--- src/rtl/dds_pkg.sv ---
// Shared types, widths and step arithmetic for the DDS chirp controller.
package dds_pkg;

   localparam int unsigned DDS_ACC_W  = 48;
   localparam int unsigned DDS_OUT_W  = 16;
   localparam int unsigned DDS_RATE_W = 32;

   typedef enum logic [1:0] {
      IDLE = 2'd0,
      LOAD = 2'd1,
      RUN  = 2'd2,
      STOP = 2'd3
   } dds_state_e;

   // Step parameters captured at LOAD and held for the whole burst.
   typedef struct packed {
      logic [DDS_ACC_W-1:0]  delta;
      logic [DDS_RATE_W-1:0] rate;
   } dds_step_cfg_t;

   // Unsigned tuning word plus signed increment; returns {sat, result}.
   // Carry out of the ACC_W+1 sum means out of range, delta's sign gives the side.
   function automatic logic [DDS_ACC_W:0] sat_add(
      input logic [DDS_ACC_W-1:0] ftw,
      input logic [DDS_ACC_W-1:0] delta,
      input logic                 sat_en
   );
      logic [DDS_ACC_W:0] sum;
      logic [DDS_ACC_W:0] res;
      sum = {1'b0, ftw} + {delta[DDS_ACC_W-1], delta};
      res = {1'b0, sum[DDS_ACC_W-1:0]};
      if (sat_en && sum[DDS_ACC_W]) begin
         if (delta[DDS_ACC_W-1]) begin
            res = {1'b1, {DDS_ACC_W{1'b0}}};
         end else begin
            res = {1'b1, {DDS_ACC_W{1'b1}}};
         end
      end
      return res;
   endfunction

endpackage

--- src/rtl/dds_phase_acc.sv ---
// Phase accumulator with registered top-bit output feeding the sine LUT.
module dds_phase_acc
   import dds_pkg::*;
#(
   parameter int unsigned ACC_W = DDS_ACC_W,
   parameter int unsigned OUT_W = DDS_OUT_W
) (
   input  logic             CLK,
   input  logic             RESET,
   input  logic [ACC_W-1:0] ftw,
   input  logic             clr,
   input  logic             en,
   output logic [OUT_W-1:0] phase_out
);

   logic [ACC_W-1:0] acc_q, acc_d;
   logic [OUT_W-1:0] out_q, out_d;

   // Clear also zeroes the output so PHASE_OUT reads 0 once the burst ends.
   always_comb begin
      acc_d = acc_q;
      out_d = acc_q[ACC_W-1 -: OUT_W];
      if (clr) begin
         acc_d = '0;
         out_d = '0;
      end else if (en) begin
         acc_d = acc_q + ftw;
      end
   end

   always_ff @(posedge CLK) begin
      if (RESET) begin
         acc_q <= '0;
         out_q <= '0;
      end else begin
         acc_q <= acc_d;
         out_q <= out_d;
      end
   end

   assign phase_out = out_q;

endmodule

--- src/rtl/dds_sweep_ctrl.sv ---
// Linear-FM sweep controller: burst FSM, step timer and tuning-word update
// driving a phase accumulator for the on-chip DDS.
module dds_sweep_ctrl
   import dds_pkg::*;
#(
   parameter int unsigned ACC_W  = DDS_ACC_W,
   parameter int unsigned OUT_W  = DDS_OUT_W,
   parameter bit          SAT_EN = 1'b1
) (
   input  logic             CLK,
   input  logic             RESET,
   input  logic [ACC_W-1:0] DDS_freq,
   input  logic [ACC_W-1:0] DDS_delta_freq,
   input  logic [31:0]      DDS_delta_rate,
   input  logic             DDS_start,
   output logic [ACC_W-1:0] FTW,
   output logic [OUT_W-1:0] PHASE_OUT,
   output logic             SWEEP_ACTIVE,
   output logic [31:0]      STEP_CNT,
   output logic             SAT_FLAG
);

   dds_state_e          state_q, state_d;
   logic                start_q, start_d;
   logic                armed_q, armed_d;
   logic                pend_q, pend_d;
   logic [ACC_W-1:0]    ftw_q, ftw_d;
   dds_step_cfg_t       cfg_q, cfg_d;
   logic [31:0]         rate_cnt_q, rate_cnt_d;
   logic [31:0]         step_cnt_q, step_cnt_d;
   logic                sat_flag_q, sat_flag_d;
   logic                active_q, active_d;

   logic                rise_c;
   logic [DDS_ACC_W:0]  step_c;
   logic                acc_clr_c;
   logic                acc_en_c;

   // Next-state, step timer and tuning-word update.
   always_comb begin
      state_d    = state_q;
      start_d    = DDS_start;
      armed_d    = armed_q | ~DDS_start;
      pend_d     = pend_q;
      ftw_d      = ftw_q;
      cfg_d      = cfg_q;
      rate_cnt_d = rate_cnt_q;
      step_cnt_d = step_cnt_q;
      sat_flag_d = sat_flag_q;
      acc_clr_c  = 1'b0;
      acc_en_c   = 1'b0;

      // A gate held high through reset must drop once before it can start a burst.
      rise_c = DDS_start & ~start_q & armed_q;
      step_c = sat_add(DDS_ACC_W'(ftw_q), cfg_q.delta, SAT_EN);

      case (state_q)
         IDLE: begin
            pend_d = 1'b0;
            if (rise_c || (pend_q && DDS_start)) begin
               state_d = LOAD;
            end
         end
         LOAD: begin
            ftw_d      = DDS_freq;
            cfg_d      = '{delta: DDS_ACC_W'(DDS_delta_freq), rate: DDS_delta_rate};
            rate_cnt_d = DDS_delta_rate;
            step_cnt_d = '0;
            sat_flag_d = 1'b0;
            acc_clr_c  = 1'b1;
            state_d    = RUN;
         end
         RUN: begin
            acc_en_c = 1'b1;
            if (cfg_q.rate != 32'd0) begin
               if (rate_cnt_q != 32'd0) begin
                  rate_cnt_d = rate_cnt_q - 32'd1;
               end else begin
                  ftw_d      = ACC_W'(step_c[DDS_ACC_W-1:0]);
                  rate_cnt_d = cfg_q.rate;
                  step_cnt_d = step_cnt_q + 32'd1;
                  sat_flag_d = sat_flag_q | step_c[DDS_ACC_W];
               end
            end
            if (!DDS_start) begin
               state_d = STOP;
            end
         end
         STOP: begin
            // A restart arriving during the single STOP cycle is honoured from IDLE.
            ftw_d     = '0;
            acc_clr_c = 1'b1;
            if (rise_c) begin
               pend_d = 1'b1;
            end
            state_d = IDLE;
         end
         default: begin
            state_d = IDLE;
         end
      endcase

      active_d = (state_d == RUN);
   end

   always_ff @(posedge CLK) begin
      if (RESET) begin
         state_q    <= IDLE;
         start_q    <= 1'b0;
         armed_q    <= 1'b0;
         pend_q     <= 1'b0;
         ftw_q      <= '0;
         cfg_q      <= '0;
         rate_cnt_q <= '0;
         step_cnt_q <= '0;
         sat_flag_q <= 1'b0;
         active_q   <= 1'b0;
      end else begin
         state_q    <= state_d;
         start_q    <= start_d;
         armed_q    <= armed_d;
         pend_q     <= pend_d;
         ftw_q      <= ftw_d;
         cfg_q      <= cfg_d;
         rate_cnt_q <= rate_cnt_d;
         step_cnt_q <= step_cnt_d;
         sat_flag_q <= sat_flag_d;
         active_q   <= active_d;
      end
   end

   // Phase runs on the tuning word registered before any same-cycle step.
   dds_phase_acc #(
      .ACC_W (ACC_W),
      .OUT_W (OUT_W)
   ) u_phase_acc (
      .CLK       (CLK),
      .RESET     (RESET),
      .ftw       (ftw_q),
      .clr       (acc_clr_c),
      .en        (acc_en_c),
      .phase_out (PHASE_OUT)
   );

   assign FTW          = ftw_q;
   assign SWEEP_ACTIVE = active_q;
   assign STEP_CNT     = step_cnt_q;
   assign SAT_FLAG     = sat_flag_q;

endmodule
--- config.mk ---
export PLATFORM = sky130hd
export DESIGN_NAME = dds_sweep_ctrl
export DESIGN_NICKNAME = d
export VERILOG_FILES = /design/src/rtl/dds_pkg.sv /design/src/rtl/dds_phase_acc.sv /design/src/rtl/dds_sweep_ctrl.sv
export SDC_FILE = /design/constraint.sdc
export NUM_CORES = 1
export LEC_CHECK = 0
export CAP_MARGIN = 20
export CORE_MARGIN = 3
export CORE_UTILIZATION = 30
export DETAILED_ROUTE_END_ITERATION = 10
export PLACE_DENSITY = 0.61
export SETUP_SLACK_MARGIN = 0.2
export SYNTH_ARGS = -nofsm -noshare
export SYNTH_HDL_FRONTEND = slang
export SYNTH_SLANG_ARGS = --single-unit
--- constraint.sdc ---
create_clock -name CLK -period 8.4 [get_ports CLK]
set_clock_uncertainty 0.05 [all_clocks]
set_input_delay 2.1 -clock CLK [delete_from_list [all_inputs] [get_ports CLK]]
set_output_delay 2.1 -clock CLK [all_outputs]
set_load 0.03 [all_outputs]
# ---- Word-level counts from Yosys, hierarchy flattened
# Cells that the tools add are included.
dict set report word_totals {
  in_bits 131
  wordCells 65
  reg_bits 263
  output_inout_bits 98
}
dict set report classes {
  n_addsub 4
  n_bitwise 6
  muxes 21
  reduce_logical 14
  n_eq_ne 7
}
# operator n
set op_table {}
lappend op_table {{48-bit two-way mux} 3}
lappend op_table {{48-bit case mux with 3 select lines} 1}
lappend op_table {{32-bit two-way mux} 4}
lappend op_table {{32-bit case mux with 2 select lines} 2}
lappend op_table {{32-bit nonzero test} 2}
lappend op_table {{48-bit by 49-bit adder with 49-bit output} 1}
lappend op_table {{49-bit two-way mux} 1}
lappend op_table {{48-bit adder} 1}
lappend op_table {{32-bit by 1-bit adder with 32-bit output, second input constant} 1}
lappend op_table {{32-bit by 1-bit subtractor with 32-bit output, second input constant} 1}
lappend op_table {{2-bit case mux with 4 select lines} 1}
lappend op_table {{2-bit equality test, second input constant} 3}
lappend op_table {{2-bit inequality test, second input constant} 3}
lappend op_table {{3-bit AND reduction} 2}
lappend op_table {{1-bit two-way mux} 5}
lappend op_table {{2-bit two-way mux} 2}
lappend op_table {{1-bit case mux with 2 select lines} 2}
lappend op_table {{2-bit AND reduction} 2}
lappend op_table {{2-bit nonzero test} 2}
lappend op_table {{2-bit OR reduction} 2}
lappend op_table {{3-bit nonzero test} 1}
lappend op_table {{1-bit AND} 2}
lappend op_table {{2-bit by 1-bit equality test with 1-bit output, second input constant} 1}
lappend op_table {{2-bit logical NOT} 1}
lappend op_table {{other kinds (4)} 6}

# ---- Depth between registers and ports, before layout
dict set report logic_depth {
  word_depth 7
  mapped_depth 15
  depth_no_buf 13
}

# ---- By module
# Synthesis repeated with hierarchy kept, for this count alone.
dict set report unflattened {
  cells_unflattened 2084
  area_unflattened_um2 16588.4
}
# module n_inst seq_area_each_um2 area_each_um2 cells_each
set modules_own_cells {}
lappend modules_own_cells {dds_sweep_ctrl 1 3983.8 11833.8 1501}
lappend modules_own_cells {dds_phase_acc 1 1281.2 4754.6 583}

# ---- Worst setup path after synthesis
# OpenSTA, ideal clock, no wires.
dict set report synth_path {
  kind {reg2reg}
  startpoint {reg ftw_q[0], in the netlist FTW[0]}
  endpoint {reg ftw_q[34], in the netlist FTW[34]}
  period_less_slack_ns 3.695
  required_time_ns 8.264
  setup_slack_ns 4.705
  stages_incl_launch_ff 15
  path_buffers 1
  t_arrival_ns 3.559
  setup_ns 0.086
  path_cell_list {dfxtp_1 -> ha_1 -> inv_1 -> fa_1 -> nand2b_1 -> a211oi_1 -> o211ai_1 -> a21boi_1 -> a21oi_1 -> o31ai_2 -> a21oi_1 -> o31ai_1 -> clkbuf_1 -> a21oi_1 -> a211oi_1}
}
dict set report synth_between {
  elab_chain_cells 5
}
# element line_no
set synth_rtl {}
lappend synth_rtl {{from (decl)} dds_sweep_ctrl.sv:27} ;# logic [ACC_W-1:0] ftw_q, ftw_d;
lappend synth_rtl {{from (signal assigned)} dds_sweep_ctrl.sv:123} ;# ftw_q <= ftw_d;
lappend synth_rtl {{48-bit by 49-bit adder with 49-bit output} dds_pkg.sv:30} ;# sum = {1'b0, ftw} + {delta[DDS_ACC_W-1], delta};
lappend synth_rtl {{49-bit two-way mux} dds_pkg.sv:32} ;# if (sat_en && sum[DDS_ACC_W]) begin
lappend synth_rtl {{48-bit two-way mux} dds_sweep_ctrl.sv:76} ;# if (rate_cnt_q != 32'd0) begin
lappend synth_rtl {{48-bit two-way mux} dds_sweep_ctrl.sv:75} ;# if (cfg_q.rate != 32'd0) begin
lappend synth_rtl {{48-bit case mux with 3 select lines} dds_sweep_ctrl.sv:57} ;# case (state_q)
# No other way between the ends. The select of a mux whose other input is x is not followed.
# A chain may end at the register's enable or synchronous reset.

# ---- Worst setup path in the final report
dict set report layout_path {
  startpoint {reg ftw_q[0], in the netlist FTW[0]}
  endpoint {reg ftw_q[35], in the netlist FTW[35]}
}
# The elaborated chain is that of the path after synthesis.

==> Flow_metrics.wiki <==
{| class="wikitable"
! Metric !! Value
|-
| Die boundary width || ~240 um
|-
| Crit path capture type || flip-flop
|-
| Vias/cell || approximately 5.4
|-
| Post CTS Setup Buffer Count || 0
|-
| Fraction of registers with async set/reset || 0
|-
| Fin. max-slew vios || 0
|-
| Fraction of power spent switching nets || 0.3297
|-
| Total global routing track utilization || 0.1827
|-
| Layout overhead on the synthesized area || 24.82%
|-
| Most frequent standard cell in the layout excluding fill and tap cells || nor2_1
|-
| Post-route ant nets || 0
|-
| Leading cell types by total area after synthesis || dfxtp_1 (32%), ha_1 (7.7%), mux2i_1 (7.0%)
|-
| Site Rows || 85
|-
| Sum of routed wire length over all layers || roughly 54000 um
|-
| Clock slew seen by the registers of the worst setup and hold paths || roughly 0.06 ns
|-
| Min-Delay Path Depth || 2
|-
| Unique masters post-synth || 68
|-
| Placeable Area || 54130 um2
|-
| Total of max-cap violations || 0
|-
| Internal reg-to-reg setup slack || 3.29 ns
|-
| Mean routed wirelength per cell || 18.62 um
|-
| Length of routed met2 wiring || 25870 um
|-
| Worst hold path class || flip-flop to flip-flop
|-
| Total gr overflow || 0
|-
| Net Switching || 1.409 mW
|-
| Most frequent cells in the layout || nor2_1 (307), dfxtp_1 (263), clkdlybuf4s50_1 (227), a21oi_1 (163), mux2i_1 (116)
|-
| Average footprint of a synthesized cell || 8.100 um2
|-
| Global-route wire length before repair || 84760 um
|-
| Maximum number of pins on one net before global-route repair || 95
|-
| Vias in the first global route || 15360
|-
| Top Metal Used || met4
|-
| Met3 routed wirelength || between 2000 and 3000 um
|-
| Clock network fraction of total power || 0.381
|-
| Synth Register Bits || 263
|-
| HPWL after DPL || around 39000 um
|-
| Hold path startpoint || armed_q
|-
| Bufs on Longest Clock Path || 3
|-
| Proportion of synthesized chip area in sequential cells || 0.3185
|-
| Antenna violations before repair || 1
|-
| Number of endpoints with negative hold slack in the final report || 0
|-
| Pre-Repair DR Iteration Count || 4
|-
| GP Congestion || around 0.9
|-
| Most area-hungry cell type in the Yosys netlist || dfxtp_1
|-
| Design Power || 4.272 mW
|-
| Total number of yosys warnings || 0
|-
| Final critical-path required period || approximately 5 ns
|-
| Initial core utilization || 0.3054
|-
| Cts hold-fix bufs || 0
|-
| Summed negative setup slack over all endpoints || 0 ns
|-
| Number of DRC violations after detailed-routing iteration 0 || 970
|-
| Top-area cell type share of the netlist area || 0.3185
|-
| Startpoint types || flip-flop
|-
| Length of routed wiring on met1 || 24310 um
|-
| Path type of the worst setup path || flip-flop to flip-flop
|-
| Antenna diode count || 0
|-
| RR Endpoint || FTW[35]
|-
| Share of power burned in registers || 0.342
|-
| Combinational share of power || 0.277
|-
| Post-synth EDFFs || 0
|-
| Power per Cell Area || 207.0 nW/um2
|-
| WHS Endpoint || armed_q
|-
| Static leakage power || 8.322 nW
|-
| Beginning of the worst register-to-register path || FTW[0]
|-
| Req. time, crit path || 8.80 ns
|-
| Clock tree from TritonCTS || done
|-
| Slew Limit Headroom || 0.2622
|-
| CTS sink cnt || 263
|-
| Largest fanout on the critical path || 37
|-
| Run status || finished clean
|-
| Post-synthesis net count || 2276
|-
| Clock insertion delay at the later pin of the skew report || 0.54 ns
|-
| Worst Path Arrival || between 5 and 6 ns
|-
| Count of mapped cells out of synthesis || 2041
|-
| Register-to-Register Path Depth || 13
|-
| Die Footprint || 57960 um2
|-
| Total number of vias || 15770
|-
| Final instance area || 20640 um2
|-
| Input/output buffers || 228
|-
| Unrepaired setup endpoints after global routing || no
|-
| Number of top-level design ports || approximately 230
|-
| Clk root buf || clkbuf_16
|-
| Internal power || 2.864 mW
|-
| Final worst-path cycle share || 0.6088
|-
| DRC viols || 0
|-
| H-tree Lvls || 2
|-
| Highest clock rate || ~200 MHz
|-
| Cell Area, Synth || 16530 um2
|-
| Post-route worst hold slack || about 0.4 ns
|-
| Share of final-layout standard cells stronger than drive strength 1 || 0.05218
|-
| Number of buffers added by the clock tree synthesis step || 35
|-
| Most used DFF post-synth || dfxtp_1
|-
| Slew @ Worst Pin || 1.107 ns
|-
| Final net count || 2435
|-
| VDD IR max || 0.1109 mV
|-
| Die height || 240.8 um
|-
| Count of cells resized by post-cts repair || 0
|-
| Final setup violation count || 0
|-
| Placed cell area || 19360 um2
|}
registers in the layout, indices dropped and copies added, names as in the netlist:
signal / count
cfg_q: 80
FTW: 48
u_phase_acc.acc_q: 48
STEP_CNT: 32
rate_cnt_q: 32
u_phase_acc.phase_out: 16
state_q: 2
SAT_FLAG: 1
SWEEP_ACTIVE: 1
armed_q: 1
pend_q: 1
start_q: 1
routing by layer:
metal	vias up	GRT usage
met3	83	0.02685
met5	-	0
li1	7736	-
met1	7492	0.2386
met4	0	0.05685
met2	458	0.3118
worst max-delay path, cell delays in order (launching register included):
cell and delay, ns:
dfxtp_1 0.39, ha_1 0.20, inv_1 0.06, fa_1 0.41
nand2b_1 0.19, a211oi_1 0.46, o211ai_1 0.27, a21boi_1 0.36
a21oi_1 0.27, o31ai_2 0.52, o31a_1 0.26, and2_2 0.89
nand2_1 0.43, o22ai_1 0.28
synthesized netlist by cell type, drive strengths merged, types with 17 or more instances:
master and count:
xnor2 73, a21o 76, dfxtp 263, o22ai 23, buf 24, clkbuf 98, nor4 27, and2 27
xor2 45, nand3 48, nor2 309, a31oi 32, o21bai 18, nor3 61, and3 28, or3 17
a211oi 38, ha 102, o21ai 76, mux2i 116, nand2 111, inv 62, nand4 28, a221oi 42
a21oi 163
power by group through the flow:
stage,clock [mW],sequential [mW],combinational [mW]
final,1.63,1.46,1.18
after global routing,1.73,1.47,1.30
after CTS,1.68,1.46,1.18
after detailed placement,0,1.49,1.17
after global placement,0,1.48,1.16
after floorplan,0,1.51,0.758
area by class of cell:
type                            instances  area, um2
Multi-Input combinational cell       1594      10600
Clock buffer                           53       1096
Clock inverter                          7      160.2
Timing Repair Buffer                  244       2411
Tap cell                              696      870.8
Inverter                               62      232.7
Sequential cell                       263       5265
Fill cell                            5479      33500
cells by family (layout without fill, tap and decap cells):
group	Yosys count	after routing	synth area share
fa+ha+maj	105	105	0.08022
mux	116	116	0.07023
simple gates	703	703	0.1978
xor+xnor	118	118	0.06251
buf+inv	184	366	0.04412
flops	263	263	0.3185
compound gates	552	552	0.2267
how the worst max path moves through the flow:
stage	from	end	slack, ns	cells past startpoint
CTS	FTW[0]	FTW[35]	3.30	13
global placement	FTW[0]	FTW[35]	3.52	13
detailed placement	FTW[0]	FTW[36]	3.32	13
floorplan	FTW[0]	FTW[34]	4.71	14
global route	FTW[0]	FTW[35]	2.93	13
finish	FTW[0]	FTW[35]	3.29	13
stage by stage:
stage | setup WS, ns | std cells | util
3_3_place_gp | 3.517 | 2858 | 0.3577
5_1_grt | 2.925 | 2919 | 0.3812
4_1_cts | 3.298 | 2918 | 0.3809
3_5_place_dp | 3.318 | 2858 | 0.3577
2_1_floorplan | 4.705 | 2041 | -
6_report | 3.286 | 2919 | 0.3812
Power figures use the tool's default switching activity.
